[src/rtl/uartp_mem_arbiter.sv]
// ============================================================================
// Module   : uartp_mem_arbiter
// Purpose  : Shares one single-port synchronous RAM (1-cycle read latency)
//            between the CPU core (port 0) and the UART host/loader (port 1).
//            At most one access is granted per clock. Contention is settled
//            round-robin, and a port may extend its priority with a bounded
//            lock for multi-word bursts. Read data is returned to the port
//            that issued the read, qualified by an rvalid one cycle after
//            the grant.
// Ports    : clk, rst_n            - clock / synchronous active-low reset
//            mX_req/we/lock        - port X request, write flag, burst lock
//            mX_addr/wdata         - port X address / write data
//            mX_gnt                - port X accepted this cycle (combinational)
//            mX_rvalid/rdata       - port X read return (rdata = ram_q)
//            ram_address/data/wren - RAM control, driven only by this block
//            ram_q                 - RAM read data, valid 1 cycle after address
// Revision : 1.0 - initial release
// ============================================================================
`default_nettype none

module uartp_mem_arbiter #(
  parameter int ADDR_W   = 32,
  parameter int DATA_W   = 32,
  parameter int MAX_HOLD = 16
) (
  input  logic              clk,
  input  logic              rst_n,
  // port 0 : CPU core
  input  logic              m0_req,
  input  logic              m0_we,
  input  logic              m0_lock,
  input  logic [ADDR_W-1:0] m0_addr,
  input  logic [DATA_W-1:0] m0_wdata,
  output logic              m0_gnt,
  output logic              m0_rvalid,
  output logic [DATA_W-1:0] m0_rdata,
  // port 1 : UART host / loader
  input  logic              m1_req,
  input  logic              m1_we,
  input  logic              m1_lock,
  input  logic [ADDR_W-1:0] m1_addr,
  input  logic [DATA_W-1:0] m1_wdata,
  output logic              m1_gnt,
  output logic              m1_rvalid,
  output logic [DATA_W-1:0] m1_rdata,
  // RAM side
  output logic [ADDR_W-1:0] ram_address,
  output logic [DATA_W-1:0] ram_data,
  output logic              ram_wren,
  input  logic [DATA_W-1:0] ram_q
);

  localparam int                HOLD_W   = $clog2(MAX_HOLD + 1);
  localparam logic [HOLD_W-1:0] HOLD_MAX = HOLD_W'(MAX_HOLD);
  localparam logic [HOLD_W-1:0] HOLD_ONE = HOLD_W'(1);

  // Arbitration state
  logic              last;        // port granted most recently
  logic              owner_lock;  // a lock is active
  logic              owner;       // port holding the lock
  logic [HOLD_W-1:0] hold_cnt;    // consecutive lock-extended grants
  logic              rd_pend;     // a read was granted last cycle
  logic              rd_port;     // port that issued that read

  // Grant decode
  logic              gnt_any;
  logic              gnt_port;
  logic              lock_valid;
  logic              gnt_we;
  logic              gnt_lock;
  logic [HOLD_W-1:0] hold_next;

  // Lock priority only counts while the owner has not used up its budget;
  // once saturated, contention falls back to plain round-robin.
  assign lock_valid = owner_lock && (hold_cnt < HOLD_MAX);

  always_comb begin
    gnt_any  = 1'b0;
    gnt_port = 1'b0;
    if (rst_n) begin
      if (m0_req && m1_req) begin
        gnt_any  = 1'b1;
        gnt_port = lock_valid ? owner : ~last;
      end else if (m0_req) begin
        gnt_any  = 1'b1;
        gnt_port = 1'b0;
      end else if (m1_req) begin
        gnt_any  = 1'b1;
        gnt_port = 1'b1;
      end
    end
  end

  assign m0_gnt   = gnt_any & ~gnt_port;
  assign m1_gnt   = gnt_any &  gnt_port;
  assign gnt_we   = gnt_port ? m1_we   : m0_we;
  assign gnt_lock = gnt_port ? m1_lock : m0_lock;

  // With no grant the RAM bus idles on port 0's address/data, write disabled.
  assign ram_address = m1_gnt ? m1_addr  : m0_addr;
  assign ram_data    = m1_gnt ? m1_wdata : m0_wdata;
  assign ram_wren    = gnt_any & gnt_we;

  // A repeat locked grant to the current owner extends the run (saturating
  // so a lone requester can keep locking forever); any other locked grant
  // starts a fresh run of one.
  always_comb begin
    hold_next = HOLD_ONE;
    if (owner_lock && (owner == gnt_port)) begin
      hold_next = (hold_cnt == HOLD_MAX) ? hold_cnt : hold_cnt + 1'b1;
    end
  end

  always_ff @(posedge clk) begin
    if (!rst_n) begin
      last       <= 1'b1;
      owner_lock <= 1'b0;
      owner      <= 1'b0;
      hold_cnt   <= '0;
      rd_pend    <= 1'b0;
      rd_port    <= 1'b0;
    end else begin
      rd_pend <= 1'b0;
      if (gnt_any) begin
        last <= gnt_port;
        if (!gnt_we) begin
          rd_pend <= 1'b1;
          rd_port <= gnt_port;
        end
        if (gnt_lock) begin
          owner_lock <= 1'b1;
          owner      <= gnt_port;
          hold_cnt   <= hold_next;
        end else begin
          owner_lock <= 1'b0;
          hold_cnt   <= '0;
        end
      end
      // No grant: lock state is kept so a pausing owner retains priority.
    end
  end

  // Gating with rst_n suppresses a read return that was in flight when
  // reset was asserted.
  assign m0_rvalid = rst_n & rd_pend & ~rd_port;
  assign m1_rvalid = rst_n & rd_pend &  rd_port;
  assign m0_rdata  = ram_q;
  assign m1_rdata  = ram_q;

endmodule

`default_nettype wire

[config.mk]
export PLATFORM = sky130hd
export DESIGN_NAME = uartp_mem_arbiter
export DESIGN_NICKNAME = d
export VERILOG_FILES = /design/src/rtl/uartp_mem_arbiter.sv
export SDC_FILE = /design/constraint.sdc
export NUM_CORES = 1
export LEC_CHECK = 0
export CAP_MARGIN = 20
export CORE_AREA = 2 2 116 118
export DETAILED_ROUTE_END_ITERATION = 16
export DIE_AREA = 0 0 118 120
export PLACE_DENSITY = 0.56
export SLEW_MARGIN = 20
export SYNTH_ARGS = -nofsm -noshare
export SYNTH_HDL_FRONTEND = slang
export SYNTH_SLANG_ARGS = --single-unit
export TNS_END_PERCENT = 30
[constraint.sdc]
create_clock -name clk -period 3.6 [get_ports clk]
set_input_delay 0.72 -clock clk [delete_from_list [all_inputs] [get_ports clk]]
set_output_delay 0.72 -clock clk [all_outputs]
set_load 0.05 [all_outputs]
; ---- Word level (Yosys, flattened, before mapping)
; Index checks and enable logic that the tools add are counted.
[op_classes]
n_bitwise = 10
n_div = 0
reduce_logical = 7
addsub = 1
muxes = 17
mul = 0
shifts = 0
n_eq_ne = 3
magnitude_cmp = 1
[op_table]
columns = operator, n
row1 = $mux W32, 2
row2 = $mux W5, 3
row3 = $mux W1, 12
row4 = $reduce_and A2 Y1, 4
row5 = $and A1 B1 Y1, 6
row6 = $add A5 B1 Y5 const B, 1
row7 = $eq A5 B5 Y1 const B, 1
row8 = $lt A5 B5 Y1 const B, 1
row9 = $not A1 Y1, 4
row10 = $logic_and A1 B1 Y1, 3
row11 = $ne A3 B3 Y1 const B, 1
row12 = $eq A1 B1 Y1, 1
[totals]
latch_bits = 0
ff_bits = 10
mem_bits_ro = 0
ram_bits = 0
output_inout_bits = 133
elab_cells = 45
n_memories = 0

; ---- Longest topological paths before layout
; Gate-level depths: netlist of the first run.
[logic_depth]
ltp_word = 9
ltp_mapped = 7
depth_no_buf = 7

; ---- Worst setup path before layout of the first run
; OpenSTA, ideal clock, no wires.
[synth_path]
path_type = input port to output port
start = input m0_req
end = output m0_gnt
arrival_time_ns = 1.862
path_stages = 4
n_path_buf = 1
required_ns = 2.880
slack_ns = 1.018
path_cell_list = or2_2 -> clkbuf_1 -> nand2_1 -> nor2b_1
[synth_via]
elab_chain_cells = 5
word_cells_on_any_way = 9
cone_classes = 6 x mux / 2 x bitwise / 1 x reduce/logical
[synth_lines]
columns = element, line_no
row1 = start: declaration, 29  ; input logic m0_req,
row2 = $mux W1 / $logic_and A1 B1 Y1 (equally long branches), "84, 81"
row3 = $mux W1, 81  ; if (m0_req && m1_req) begin
row4 = $mux W1, 80  ; if (rst_n) begin
row5 = $not A1 Y1, 94  ; assign m0_gnt = gnt_any & ~gnt_port;
row6 = $and A1 B1 Y1 *, 94
row7 = end: declaration, 34  ; output logic m0_gnt,
; Mark *: on every way between the ends. The rest lies on a longest branch, timed or not.

; ---- Worst setup path after layout of the first run
[layout_path]
start = input m0_req
end = output ram_address[2]
[layout_via]
elab_chain_cells = 5
word_cells_on_any_way = 9
cone_classes = 7 x mux / 1 x bitwise / 1 x reduce/logical
[layout_lines]
columns = element, line_no
row1 = $mux W1 / $logic_and A1 B1 Y1 (equally long branches), "84, 81"
row2 = $mux W1, 81
row3 = $mux W1, 80
row4 = $and A1 B1 Y1 *, 95  ; assign m1_gnt = gnt_any & gnt_port;
row5 = $mux W32 *, 100  ; assign ram_address = m1_gnt ? m1_addr : m0_addr;
row6 = end: declaration, 47  ; output logic [ADDR_W-1:0] ram_address,
; Marked as above.

==> results of run 1 <==
==> through the flow <==
step           area (um^2)  util, %  power, W
2_1_floorplan         2110        -  0.000716
3_3_place_gp          3710     28.6  0.000790
3_5_place_dp          3710     28.6  0.000793
4_1_cts               3800     29.2   0.00102
5_1_grt               3800     29.2   0.00105
6_report              3800     29.2   0.00101
==> state kept, by name, indices dropped and copies added (netlist names) <==
| name | flops |
|---|---|
| rd_port | 1 |
| last | 1 |
| owner_lock | 1 |
| owner | 1 |
| rd_pend | 1 |
| hold_cnt | 5 |
==> kinds of logic after synthesis <==
| logic type | Yosys count | synth area share (%) |
|---|---|---|
| buffers and inverters | 75 | 27.8 |
| multiplexers | 69 | 45.5 |
| AND/OR/NAND/NOR | 39 | 10.2 |
| AO/OA/AOI/OAI | 14 | 4.98 |
| flip-flops | 10 | 9.48 |
| XOR/XNOR | 2 | 0.830 |
| adder cells (fa/ha/maj) | 2 | 1.18 |
==> layer usage <==
layer  global-route usage, %  vias up
li1                        -      949
met1                    12.2      902
met2                    15.6      181
met3                    6.56        9
met4                    2.03        4
met5                       0        -
==> power by group through the flow <==
| stage | combinational [W] | clock [W] | sequential, W |
|---|---|---|---|
| global placement | 0.000666 | 0 | 0.000124 |
| finish | 0.000665 | 0.000220 | 0.000123 |
| detailed placement | 0.000668 | 0 | 0.000125 |
| CTS | 0.000670 | 0.000225 | 0.000123 |
| global route | 0.000694 | 0.000229 | 0.000124 |
| floorplan | 0.000593 | 0 | 0.000123 |
==> worst min-delay path by stage <==
stage                           start                 to  slack, ns  cells after the start
finish              last$_SDFFE_PN1P_  last$_SDFFE_PN1P_       0.49                      2
global route        last$_SDFFE_PN1P_  last$_SDFFE_PN1P_       0.54                      2
detailed placement  last$_SDFFE_PN1P_  last$_SDFFE_PN1P_       0.48                      2
CTS                 last$_SDFFE_PN1P_  last$_SDFFE_PN1P_       0.49                      2
global placement    last$_SDFFE_PN1P_  last$_SDFFE_PN1P_       0.48                      2
floorplan           last$_SDFFE_PN1P_  last$_SDFFE_PN1P_       0.46                      2
==> final cells by class <==
cell class                 instances  share of cell area, %
timing repair buffer             208                   51.5
multi-input combinational        126                   34.9
tap                              176                   5.80
sequential                        10                   5.27
clock buffer                       4                   2.34
inverter                           2                  0.198
==> Yosys cell counts, types with 2 or more instances <==
cell	count	share of area, %
nand4bb_1	2	1.1
nand3_1	4	0.95
and2_1	2	0.59
xor2_1	2	0.83
nor2b_1	4	1.2
nand2_1	9	1.6
mux2_4	50	36
o21ai_0	6	1.4
mux2_2	16	8.5
clkbuf_1	2	0.36
nor2_1	9	1.6
inv_1	2	0.36
buf_4	64	23
mux2i_1	3	1.4
buf_8	5	3.6
nand4_1	2	0.59
nor3b_1	2	0.71
ha_1	2	1.2
nand3b_1	2	0.71
dfxtp_1	10	9.5
==> worst max-delay path, delay by kind of cell <==
| kind | cells | cell delay, ns |
|---|---|---|
| mux | 1 | 0.39 |
| buf+inv | 3 | 0.90 |
| compound gates | 1 | 0.29 |
| simple gates | 1 | 0.17 |
==> summary.txt, run 1 <==
Maximum cell stage delay along the critical path: 0.47 ns
Register bit total from synthesis: 10
Clock tree from TritonCTS: done
Total of endpoints with negative setup slack in the final report: 0
First-pass detailed-route iteration total: 4
Buffers added on ports: 204
Detailed-route via count: 2045
Setup WS post-layout: 0.374 ns
Highest-delay cell along the critical path: clkdlybuf4s50_1
Critical Path Start: m0_req
Max-Slew Margin vs Limit: 66.6%
Tightest Pin Transition: 0.500 ns
Final Cycle Share: 89.6%
Most common flop cell mapped by yosys: dfxtp_1
Total CTS buffers: 3
Met1 layer wirelength in the final routing: 3140 um
Reg-to-reg critical path endpoint: hold_cnt[0]$_SDFFE_PN0P_
Antenna violations before repair: 2
Number of enable flip-flop cells after synthesis: 0
Syn avg cell area: 10.0 um^2
Type of the most critical hold path: flip-flop to flip-flop
Worst Setup EP: ram_address[2]
Number of distinct library cell variants in the gate-level netlist after synthesis: 33
Final global-route overflow total: 0
Static Leak: 1.60 nW
Highest metal used: met5
Number of sinks on the clock net: 10
Worst Reg-to-Reg Cells: 6
Element type at the critical path end: primary output
RSZ-0062 raised after global routing: no
Required time of the critical path: 2.88 ns
Total power per unit cell area: 265 mW/mm^2
Maximum buffer depth of the clock tree: 2
P_int: 0.000603 W
Number of design rule violations left after detail routing: 0
Deepest level of the CTS H-tree: 1
Clk pwr share: 21.8%
Die width: 118 um
Post-route antenna net violation count: 0
Number of vias per cell: 3.89
Commonest cells after routing, fill and taps aside: clkdlybuf4s50_1, buf_4, mux2_4, mux2_2, dfxtp_1
Vertical extent of the die: 120 um
Upper clock frequency limit: 0.310 GHz
Global placement routability congestion: 0.775
Clock transition at the registers of the reported paths: 0.04 ns
Largest net degree at the start of global routing: 38
Share of power burned in registers: 12.2%
Total negative slack: 0 ns
Routed wire length on met3: 1090 um
Final min period: 3.23 ns
CP Class: primary input to primary output
Total half-perimeter wirelength after legalization and detailed placement: 6730 um
Source-to-sink clock delay at the later pin of the worst-skew pair: 0.24 ns
Final Hold Vio Count: 0
Count of non-filler cells in the finished layout: 526
Arrival time worst endpoint: 2.51 ns
GRT Overall Usage: 10.2%
Worst hold slack: 0.487 ns
FF/Latch Area: 200 um^2
Reg-to-reg startpoint: hold_cnt[4]$_SDFFE_PN0P_
WL per Instance: 14.7 um
Detailed route wirelength on metal2: 3410 um
Cell Rows: 42
Wire length of the first global-routing pass: 11500 um
Sequential element share of the synthesized area: 9.48%
Number of buffers inserted by post-CTS setup repair: 0
Most common cell after layout, fill and taps aside: clkdlybuf4s50_1
Core box area: 0.0130 mm^2
DRC marker count from the first detailed-route iteration: 39
Synth async-reset ratio: 0%
Net switching power of the design: 0.000404 W
Switching Share: 40.1%
Vias in the first global route: 2050
Biggest fanout along the worst timing path: 29
Total Die Area: 0.0142 mm^2
Number of instances in the placed design: 522
Number of synthesis warnings: 0
Worst setup slack before clock tree synthesis: 0.362 ns
Syn Inst Count: 211
# fillers: 1357
Total wire length: 7740 um
Kind of start point of the critical path: primary input
Run status: finished clean
Series of cell instances along the critical path: clkdlybuf4s50_1, nand4bb_1, o2111a_2, buf_12, mux2_2, buf_4
Layout-stage area growth over the synthesis result: 79.7%
Number of maximum-capacitance violations: 0
Boundary Pins: 301
Maximum ir drop on the vdd rail: 158 uV
Power share of the combinational group: 66.0%
R2R setup slack: 1.67 ns
Clock Tree Root: clkbuf_16
Number of buffers inserted by hold repair at cts: 0
Nets: 521
Post-synth design cell area: 0.00211 mm^2
Clk_skew: 0.00341 ns
Pins Over Slew Limit: 0
Share of final-layout standard cells stronger than drive strength 1: 42.0%
Initial cell density of the core: 16.3%
Total area of multi-input combinational cells: 0.00133 mm^2
Post-Synthesis Net Count: 381
# resized after CTS: 0
Diode count: 0
Note: power is estimated with default switching activity, not from simulation.
==> run 2, diff against run 1 <==
==> constraint.sdc (replaced) <==
create_clock -name clk -period 3.6 [get_ports clk]
set_input_delay 0.54 -clock clk [delete_from_list [all_inputs] [get_ports clk]]
set_output_delay 0.54 -clock clk [all_outputs]
set_load 0.05 [all_outputs]
==> run 2 against run 1 <==
Compared with the run above: fmax grew 3.0%; global-route usage grew 0.16 points; combinational power is essentially flat; clock-buffer cell count is the same; die area is the same; wire length grew 2.3%; via count shrank 0.78%; sequential power is essentially flat; core utilization shrank 0.12 points; final area shrank 0.40%; critical endpoint is now ram_wren; highest routed layer is now met4.
==> summary.txt, run 2 (synthesized netlist as in run 1, its figures left out) <==
Run status: finished clean
Number of flip-flops under the largest register name: 5
First-pass detailed-route iteration total: 4
Total of endpoints with negative setup slack in the final report: 0
WL per Instance: 15.0 um
Final Hold Vio Count: 0
Count of non-filler cells in the finished layout: 526
Initial cell density of the core: 16.3%
Upper clock frequency limit: 0.319 GHz
Biggest fanout along the worst timing path: 7
Number of sinks on the clock net: 10
Post-route antenna net violation count: 0
Total Die Area: 0.0142 mm^2
Static Leak: 1.59 nW
Global placement routability congestion: 0.787
Clock tree from TritonCTS: done
Final min period: 3.13 ns
CP Class: primary input to primary output
RSZ-0062 raised after global routing: no
Total area of multi-input combinational cells: 0.00133 mm^2
FF/Latch Area: 200 um^2
Nets: 521
Final Cycle Share: 87.0%
Total CTS buffers: 3
GRT Overall Usage: 10.4%
Layout-stage area growth over the synthesis result: 79.0%
Largest net degree at the start of global routing: 45
Wire length of the first global-routing pass: 11800 um
Total half-perimeter wirelength after legalization and detailed placement: 6730 um
Die width: 118 um
Final global-route overflow total: 0
Pins Over Slew Limit: 0
Number of instances in the placed design: 522
Number of maximum-capacitance violations: 0
Clk_skew: 0.00122 ns
Tightest Pin Transition: 0.506 ns
Arrival time worst endpoint: 2.59 ns
Most common cell after layout, fill and taps aside: clkdlybuf4s50_1
Vertical extent of the die: 120 um
Vias in the first global route: 2138
Deepest level of the CTS H-tree: 1
Element type at the critical path end: primary output
Worst hold slack: 0.492 ns
Buffers added on ports: 204
Required time of the critical path: 3.06 ns
Number of buffers inserted by post-CTS setup repair: 0
Worst setup slack before clock tree synthesis: 0.475 ns
Clock Tree Root: clkbuf_16
Maximum buffer depth of the clock tree: 2
Cell Rows: 42
Utilization of the core after routing: 29.1%
Source-to-sink clock delay at the later pin of the worst-skew pair: 0.23 ns
Number of buffers inserted by hold repair at cts: 0
DRC marker count from the first detailed-route iteration: 52
Diode count: 0
Boundary Pins: 301
Core box area: 0.0130 mm^2
Setup WS post-layout: 0.468 ns
Kind of start point of the critical path: primary input
# resized after CTS: 0
Number of vias per cell: 3.86
Commonest cells after routing, fill and taps aside: clkdlybuf4s50_1, buf_4, mux2_4, mux2_2, dfxtp_1
Total wire length: 7910 um
Type of the most critical hold path: flip-flop to flip-flop
Detailed-route via count: 2029
Total power per unit cell area: 266 mW/mm^2
Share of final-layout standard cells stronger than drive strength 1: 40.9%
Antenna violations before repair: 0
Clock transition at the registers of the reported paths: 0.04 ns
Reg with most FFs: hold_cnt
Total negative slack: 0 ns
Maximum ir drop on the vdd rail: 179 uV
Number of design rule violations left after detail routing: 0
# fillers: 1331
Max-Slew Margin vs Limit: 66.2%
[run 2: final cells by class]
type	count	area share (%)
clock buffers	4	2.35
inverters	2	0.199
repair buffers	208	51.3
well taps	176	5.82
flip-flops and latches	10	5.29
multi-input cells	126	35.0
[run 2: critical path, cell delays in order]
cell	delay (ns)
clkdlybuf4s50_1	0.54
nand2_1	0.12
o211ai_2	0.34
mux2i_1	0.14
nor2_1	0.10
clkdlybuf4s50_1	0.81
[run 2: final timing paths]
kind / from / endpoint / slack [ns] / cells past startpoint
setup / recovery: m0_req / ram_wren / 0.47 / 6
hold / removal: last$_SDFFE_PN1P_ / last$_SDFFE_PN1P_ / 0.49 / 2
setup reg to reg: hold_cnt[4]$_SDFFE_PN0P_ / hold_cnt[0]$_SDFFE_PN0P_ / 1.50 / 6
hold reg to reg: last$_SDFFE_PN1P_ / last$_SDFFE_PN1P_ / 0.49 / 2
[run 2: power breakdown]
group	internal, W	switching, W	total, W
registers	0.000117	0.00000615	0.000123
clock network	0.000167	0.0000511	0.000218
logic	0.000317	0.000346	0.000663
[run 2: through the flow]
| step | instance area (um^2) | total power (W) |
|---|---|---|
| 3_3_place_gp | 3690 | 0.000788 |
| 2_1_floorplan | 2110 | 0.000716 |
| 4_1_cts | 3780 | 0.00101 |
| 6_report | 3780 | 0.00100 |
| 3_5_place_dp | 3690 | 0.000791 |
| 5_1_grt | 3780 | 0.00105 |
[run 2: metal layers]
layer | wire (um) | GRT usage, % | part of all wire, %
met5 | 0 | 0 | 0
met4 | 46 | 1.58 | 0.58
met3 | 1030 | 5.70 | 13
met2 | 3460 | 16.2 | 44
met1 | 3380 | 12.8 | 43
